## config.mk

```make
export PLATFORM = sky130hd
export DESIGN_NAME = multicycle_control
export DESIGN_NICKNAME = d
export VERILOG_FILES = /design/src/rtl/multicycle_control_pkg.sv /design/src/rtl/mem_wait_timer.sv /design/src/rtl/multicycle_control.sv
export SDC_FILE = /design/constraint.sdc
export NUM_CORES = 1
export LEC_CHECK = 0
export CAP_MARGIN = 20
export CORE_UTILIZATION = 46
export DETAILED_ROUTE_END_ITERATION = 16
export PLACE_DENSITY = 0.92
export SETUP_SLACK_MARGIN = 0.05
export SYNTH_ARGS = -nofsm -noshare
export SYNTH_HDL_FRONTEND = slang
export SYNTH_SLANG_ARGS = --single-unit
```

## constraint.sdc

```tcl
create_clock -name clk -period 2.9 [get_ports clk]
set_input_delay 0.435 -clock clk [delete_from_list [all_inputs] [get_ports clk]]
set_output_delay 0.435 -clock clk [all_outputs]
set_load 0.005 [all_outputs]
```

## src/rtl/multicycle_control_pkg.sv

```systemverilog
// Shared encodings for the multicycle control FSM and the ALU decoder.
// State codes, opcodes, aluOp and fault codes live here only.
package multicycle_control_pkg;

  typedef enum logic [3:0] {
    S_FETCH     = 4'd0,
    S_DECODE    = 4'd1,
    S_MEM_ADDR  = 4'd2,
    S_MEM_READ  = 4'd3,
    S_MEM_WB    = 4'd4,
    S_MEM_WRITE = 4'd5,
    S_EXECUTE   = 4'd6,
    S_ALU_WB    = 4'd7,
    S_BRANCH    = 4'd8,
    S_FAULT     = 4'd9
  } state_t;

  localparam logic [6:0] OP_LOAD   = 7'b0000011;
  localparam logic [6:0] OP_STORE  = 7'b0100011;
  localparam logic [6:0] OP_RTYPE  = 7'b0110011;
  localparam logic [6:0] OP_BRANCH = 7'b1100011;

  localparam logic [1:0] ALU_ADD   = 2'b00;
  localparam logic [1:0] ALU_SUB   = 2'b01;
  localparam logic [1:0] ALU_FUNCT = 2'b10;

  localparam logic [1:0] SRCB_REGB = 2'b00;
  localparam logic [1:0] SRCB_FOUR = 2'b01;
  localparam logic [1:0] SRCB_IMM  = 2'b10;

  localparam logic [1:0] FC_NONE    = 2'b00;
  localparam logic [1:0] FC_ILLEGAL = 2'b01;
  localparam logic [1:0] FC_TIMEOUT = 2'b10;

  // States that wait on the memory handshake
  function automatic logic is_wait(state_t s);
    return (s == S_FETCH) || (s == S_MEM_READ) ||
           (s == S_MEM_WRITE);
  endfunction

endpackage

```

## src/rtl/mem_wait_timer.sv

```systemverilog
// Counts consecutive not-ready memory cycles in a wait state.
// expired flags the last tolerated cycle; TIMEOUT_CYCLES=0 never expires.
module mem_wait_timer #(
  parameter int TIMEOUT_CYCLES = 15
) (
  input  logic clk,
  input  logic clear,
  input  logic count,
  output logic expired
);

  localparam int W =
    (TIMEOUT_CYCLES > 1) ? $clog2(TIMEOUT_CYCLES) : 1;

  logic [W-1:0] cnt;

  always_ff @(posedge clk) begin
    if (clear)
      cnt <= '0;
    else if (count)
      cnt <= cnt + W'(1);
  end

  generate
    if (TIMEOUT_CYCLES == 0) begin : g_off
      assign expired = 1'b0;
    end else begin : g_on
      assign expired = (cnt == W'(TIMEOUT_CYCLES - 1));
    end
  endgenerate

endmodule

```

## src/rtl/multicycle_control.sv

```systemverilog
// Multicycle RISC-V control unit: state register, memory-wait timeout,
// sticky fault reporting and datapath strobes decoded from state.
module multicycle_control
  import multicycle_control_pkg::*;
#(
  parameter int TIMEOUT_CYCLES = 15
) (
  input  logic       clk,
  input  logic       rst,
  input  logic [6:0] opcode,
  input  logic       mem_ready,
  output logic       pc_write,
  output logic       pc_write_cond,
  output logic       ir_write,
  output logic       mem_read,
  output logic       mem_write,
  output logic       reg_write,
  output logic       mem_to_reg,
  output logic       i_or_d,
  output logic       alu_src_a,
  output logic [1:0] alu_src_b,
  output logic [1:0] aluOp,
  output logic       pc_source,
  output logic       instr_done,
  output logic       fault,
  output logic [1:0] fault_code,
  output logic [3:0] state
);

  state_t st;
  logic   expired;
  logic   clear;

  // Leaving a wait state (ready) or being outside one restarts the count
  assign clear = rst | ~is_wait(st) | mem_ready;
  assign state = st;

  mem_wait_timer #(
    .TIMEOUT_CYCLES(TIMEOUT_CYCLES)
  ) u_timer (
    .clk    (clk),
    .clear  (clear),
    .count  (~mem_ready),
    .expired(expired)
  );

  always_ff @(posedge clk) begin
    if (rst) begin
      st         <= S_FETCH;
      fault      <= 1'b0;
      fault_code <= FC_NONE;
    end else begin
      unique case (st)
        S_FETCH, S_MEM_READ, S_MEM_WRITE: begin
          if (mem_ready) begin
            unique case (st)
              S_FETCH:    st <= S_DECODE;
              S_MEM_READ: st <= S_MEM_WB;
              default:    st <= S_FETCH;
            endcase
          end else if (expired) begin
            st         <= S_FAULT;
            fault      <= 1'b1;
            fault_code <= FC_TIMEOUT;
          end
        end
        S_DECODE: begin
          unique case (opcode)
            OP_LOAD, OP_STORE: st <= S_MEM_ADDR;
            OP_RTYPE:          st <= S_EXECUTE;
            OP_BRANCH:         st <= S_BRANCH;
            default: begin
              st         <= S_FAULT;
              fault      <= 1'b1;
              fault_code <= FC_ILLEGAL;
            end
          endcase
        end
        S_MEM_ADDR:
          st <= (opcode == OP_LOAD) ? S_MEM_READ : S_MEM_WRITE;
        S_EXECUTE: st <= S_ALU_WB;
        S_MEM_WB, S_ALU_WB, S_BRANCH: st <= S_FETCH;
        S_FAULT:   st <= S_FAULT;
        default:   st <= S_FETCH;
      endcase
    end
  end

  always_comb begin
    pc_write      = 1'b0;
    pc_write_cond = 1'b0;
    ir_write      = 1'b0;
    mem_read      = 1'b0;
    mem_write     = 1'b0;
    reg_write     = 1'b0;
    mem_to_reg    = 1'b0;
    i_or_d        = 1'b0;
    alu_src_a     = 1'b0;
    alu_src_b     = SRCB_REGB;
    aluOp         = ALU_ADD;
    pc_source     = 1'b0;
    instr_done    = 1'b0;
    unique case (st)
      S_FETCH: begin
        mem_read  = 1'b1;
        alu_src_b = SRCB_FOUR;
        ir_write  = mem_ready;
        pc_write  = mem_ready;
      end
      S_DECODE: alu_src_b = SRCB_IMM;
      S_MEM_ADDR: begin
        alu_src_a = 1'b1;
        alu_src_b = SRCB_IMM;
      end
      S_MEM_READ: begin
        mem_read = 1'b1;
        i_or_d   = 1'b1;
      end
      S_MEM_WB: begin
        reg_write  = 1'b1;
        mem_to_reg = 1'b1;
        instr_done = 1'b1;
      end
      S_MEM_WRITE: begin
        mem_write  = 1'b1;
        i_or_d     = 1'b1;
        instr_done = mem_ready;
      end
      S_EXECUTE: begin
        alu_src_a = 1'b1;
        aluOp     = ALU_FUNCT;
      end
      S_ALU_WB: begin
        reg_write  = 1'b1;
        instr_done = 1'b1;
      end
      S_BRANCH: begin
        alu_src_a     = 1'b1;
        aluOp         = ALU_SUB;
        pc_write_cond = 1'b1;
        pc_source     = 1'b1;
        instr_done    = 1'b1;
      end
      default: ;
    endcase
  end

endmodule
```

## Yosys cells after proc, flatten, opt, wreduce, memory -nomap -nowiden

Cells that the tools add are included.

- Flip-flop bits (word level): 11
- Output and inout bits: 22
- Word-level logic and storage cells: 65

- $add $sub $neg: 1
- Eq/ne operators: 18
- Muxes and demuxes: 25
- Bitwise operators: 3
- Reduce and logical (&&, ||, !) cells: 14

Operators with widths:

| kind | number |
|---|---|
| one-hot mux 4 bit (5 select lines) | 1 |
| == test 4 x 3 -> 1 bit (second input constant) | 4 |
| == test 7 x 6 -> 1 bit (second input constant) | 2 |
| == test 4 bit (second input constant) | 3 |
| one-hot mux 2 bit (2 select lines) | 3 |
| one-hot mux 4 bit (3 select lines) | 1 |
| 2-to-1 mux 1 bit | 11 |
| OR reduction 2 bit | 5 |
| OR reduction 3 bit | 3 |
| == test 4 x 2 -> 1 bit (second input constant) | 2 |
| 2-to-1 mux 4 bit | 2 |
| == test 7 x 2 -> 1 bit (second input constant) | 1 |
| == test 7 bit (second input constant) | 1 |
| 2-to-1 mux 2 bit | 3 |
| != test 2 bit (second input constant) | 3 |
| one-hot mux 3 bit (2 select lines) | 1 |
| adder 4 x 1 -> 4 bit (second input constant) | 1 |
| == test 4 x 1 -> 1 bit (second input constant) | 1 |
| zero test 4 bit | 1 |
| one-hot mux 1 bit (2 select lines) | 2 |
| AND reduction 4 bit | 1 |
| OR reduction 4 bit | 1 |
| 2-to-1 mux 3 bit | 1 |
| != test 3 bit (second input constant) | 1 |
| other kinds (4) | 6 |

## Logic depth before layout (Yosys ltp)

- Word-level depth: 6
- Mapped depth: 6
- Gate-level depth less buffers: 6

## Cells and area by module

A second synthesis with hierarchy kept.

- Cells, all modules: 119
- Area total of the unflattened synthesis: 917.1 um2

Modules (own cells, without submodules):

| module | instances | cells an instance | area an instance (um2) | seq. area each (um2) |
|---|---|---|---|---|
| multicycle_control | 1 | 100 | 718.2 | 140.1 |
| mem_wait_timer | 1 | 19 | 198.9 | 80.1 |

## Least setup slack after synthesis

No wires, ideal clock.

- Kind: register to output
- Start point: reg st[3] (netlist: state[3])
- End point: out pc_write
- Data arrival time: 1.329 ns
- Setup slack: 1.136 ns
- Cell stages (with the launch flop): 6
- Buffers on the path: 3
- Cell sequence: dfxtp_1 buf_2 clkbuf_1 nor4_1 and2_1 buf_4

- Cells in the longest elaborated chain, start to end: 2

Ends and longest elaborated chain:

| item | RTL line | source |
|---|---|---|
| start, declared | multicycle_control.sv:30 | `state_t st;` |
| start signal, assigned | multicycle_control.sv:80 | `st <= (opcode == OP_LOAD) ? S_MEM_READ : S_MEM_WRITE;` |
| zero test 4 bit | -- |  |
| 2-to-1 mux 1 bit | -- |  |
| end, declared | multicycle_control.sv:12 | `output logic pc_write,` |

Every way passes these cells.

## Worst setup path after layout

- Start point: reg st[0] (netlist: state[0])
- End point: out instr_done

- Cells in the longest elaborated chain, start to end: 3
- Elaborated cells between the ends (all ways): 6

Ends and longest elaborated chain:

| item | RTL line | source |
|---|---|---|
| == test 4 bit or == test 4 x 3 -> 1 bit (tied branches) | multicycle_control.sv:103 | `unique case (st)` |
| OR reduction 3 bit (no line) | -- |  |
| one-hot mux 1 bit (2 select lines) * | multicycle_control.sv:103 |  |
| end, declared | multicycle_control.sv:24 | `output logic instr_done,` |

Every way passes the cells marked *; elsewhere a longest branch is shown, timed or not.

==> impl_metrics.yaml <==
worst_setup_path:
  crit_type: "flip-flop to output pin"
  reg2reg_slack_ns: 0.87
  crit_chain: "nand2b_1 -> o21ai_0 -> o22ai_1 -> clkdlybuf4s50_1"
  cp-end-kind: "output pin"
  crit_arrival_ns: 2.03
  crit_fanout: 19
  cpPeakStageDelay_ns: 0.72
  critPathRequiredTime_ns: 2.47
  critPathSlowestCell: "dfxtp_1"
  rr_worst_depth: 5
  start_kind: "flip-flop"
placement:
  port_buffers: 31
  gp_congestion: 0.905
  dp_hpwl_um: 1470
  dpl_cell_area_sq_mm: 0.00108
yosys:
  synth_cells: 111
  synth_xor_area_share_pct: 4.31
  seq_area_frac_synth_pct: 27.1
  synth.distinct_cells: 35
  synthFlopType: "dfxtp_1"
  synth-compound-area-share_pct: 16.3
  syn_area_sq_um: 813
  synthArstFlopShare_pct: 0
  synth_seq_cells: 11
  synthAdderAreaFrac_pct: 3.08
  netlist_top_cells_area: "dfxtp_1 27%, nor2_1 6.9%, nor3_1 6.8%, nand2b_1 6.2%, a21oi_1 5.5%"
  synthesis.nets: 123
  synthSimpleGateAreaFrac_pct: 40.9
  synth_top_cell_by_area: "dfxtp_1"
  synth_top_family_by_area: "simple AND/OR/NAND/NOR gates"
  muxShareOfSynthArea_pct: 0
  synth_edf_count: 0
  yosysWarningCount: 0
  synth_top_area_share_pct: 27.1
  syn_avg_cell_area_sq_um: 7.33
layout:
  fin_nets: 148
  drive_gt1_share_pct: 4.44
  stdcell_area_sq_mm: 0.00111
  antennaDiodeCount: 0
  final_cell_mix: "31 x clkdlybuf4s50_1, 15 x nor2_1, 11 x nor3_1, 11 x dfxtp_1, 9 x a21oi_1"
  syn2layout_area_growth_pct: 36.0
  layout_commonest_cell: "clkdlybuf4s50_1"
timing:
  report.final.slew_viol_count: 0
  min_period_over_period_pct: 85.1
  setup_tns_ns: 0
  setup_violations: 0
  worst_pin_slew_ns: 0.675
  clock_skew_ns: 0.00149
  relSlewSlack_pct: 54.9
  max_freq_mhz: 405
  rsz0062_at_grt: "no"
  min_period_ns: 2.47
  hold_viol: 0
clock_tree:
  cts_hold_buf: 0
  cts_setup_buffers: 0
  cts_buffers: 3
  clkTransAtPathRegs_ns: 0.06
  cts-resized-gates: 0
  cts_num_sinks: 11
  cts_tree: "done"
  ctsRootBufferMaster: "clkbuf_4"
  clk_latency_ns: 0.26
  cts.htree.levels: 1
  cts_buffer_depth: 2
power:
  total_power_w: 0.000724
  power.density_mw_per_mm2: 654
  p_leak_nw: 0.381
  ir_drop_mv: 0.515
min_path:
  hold_depth: 1
  hold_class: "flip-flop to flip-flop"
routing:
  vias_per_cell: 5.86
  drc: 4
  ant_nets: 0
  drt-pass1-iter-count: 10
  drt-wirelength-per-cell_um: 12.8
  totalWireLength_um: 1940
  num_vias: 885
  first_iter_violations: 43
global_route:
  overflow: 0
  antenna_found_initial: 0
  grt_max_degree: 23
  grt_pass1_wl_um: 3240
  grt_util_all_layers_pct: 21.8
  first_global_vias: 763
status:
  violations: "DRC"
  status: "finished with violations"
floorplanning:
  fp.dieW_um: 44.0
  coreArea_sq_mm: 0.00158
  fp.dieArea_sq_mm: 0.00194
  num_rows: 14
  die-height_um: 44.0
  start_util_pct: 51.6
  io_pins: 32
flow_run:
  cap_viol_max_count: 0
==> routing by layer <==
| metal | up-vias | track usage (%) | part of all wire (%) |
|---|---|---|---|
| li1 | 441 | - | - |
| met1 | 390 | 29.8 | 46 |
| met2 | 52 | 34.4 | 45 |
| met3 | 2 | 2.86 | 8.1 |
| met4 | 0 | 9.09 | 0.98 |
| met5 | - | 0 | 0 |
==> state kept, by name (all words and copies together) (netlist names) <==
register and flops:
fault 1, fault_code 2, state 4, u_timer.cnt 4
==> worst paths after layout <==
kind | startpoint | endpoint
worst max-delay path | state[0] | instr_done
worst min-delay path | u_timer.cnt[0] | u_timer.cnt[0]
worst max register to register | state[3] | state[0]
worst min register to register | u_timer.cnt[0] | u_timer.cnt[0]
==> final cells by class <==
type,count,area (sq um)
Sequential cell,11,220
Inverter,1,3.75
Multi-Input combinational cell,88,526
Timing Repair Buffer,31,310
Clock buffer,4,26.3
Fill cell,133,470
Tap cell,16,20.0
==> cells by family after synthesis <==
kind of cell | after synthesis
simple gates | 61
flops | 11
compound gates | 21
fa+ha+maj | 2
xor+xnor | 4
buf+inv | 12
==> report_power, final <==
group	leakage, nW	switching, W	internal (W)	total (W)
Sequential	0.0896	0.0000628	0.000175	0.000238
Clock	0.0150	0.0000454	0.0000531	0.0000984
Combinational	0.276	0.000161	0.000227	0.000388
==> cells in the mapped netlist (all sizes together), types with 3 or more instances <==
library cell,count
nor2,15
dfxtp,11
nor3,11
a21oi,9
buf,8
nand2b,8
nand2,6
nor2b,4
clkbuf,3
nor4,3
o21ai,3
o22ai,3
xnor2,3
==> stage by stage <==
| stage | utilization (%) | cells | hold slack, ns | worst slack [ns] |
|---|---|---|---|---|
| global route | 70.2 | 151 | 0.516 | 0.281 |
| floorplan | - | 111 | 0.429 | 1.14 |
| finish | 70.2 | 151 | 0.482 | 0.433 |
| global placement | 68.5 | 147 | 0.451 | 0.556 |
| detailed placement | 68.5 | 147 | 0.471 | 0.545 |
| CTS | 70.2 | 151 | 0.485 | 0.446 |
==> critical path, delay by kind of cell, from the launching register on <==
family,cells,cell delay [ns]
simple gates,1,0.28
flops,1,0.72
buf+inv,1,0.52
compound gates,2,0.26
Note: power is estimated with default switching activity, not from simulation.
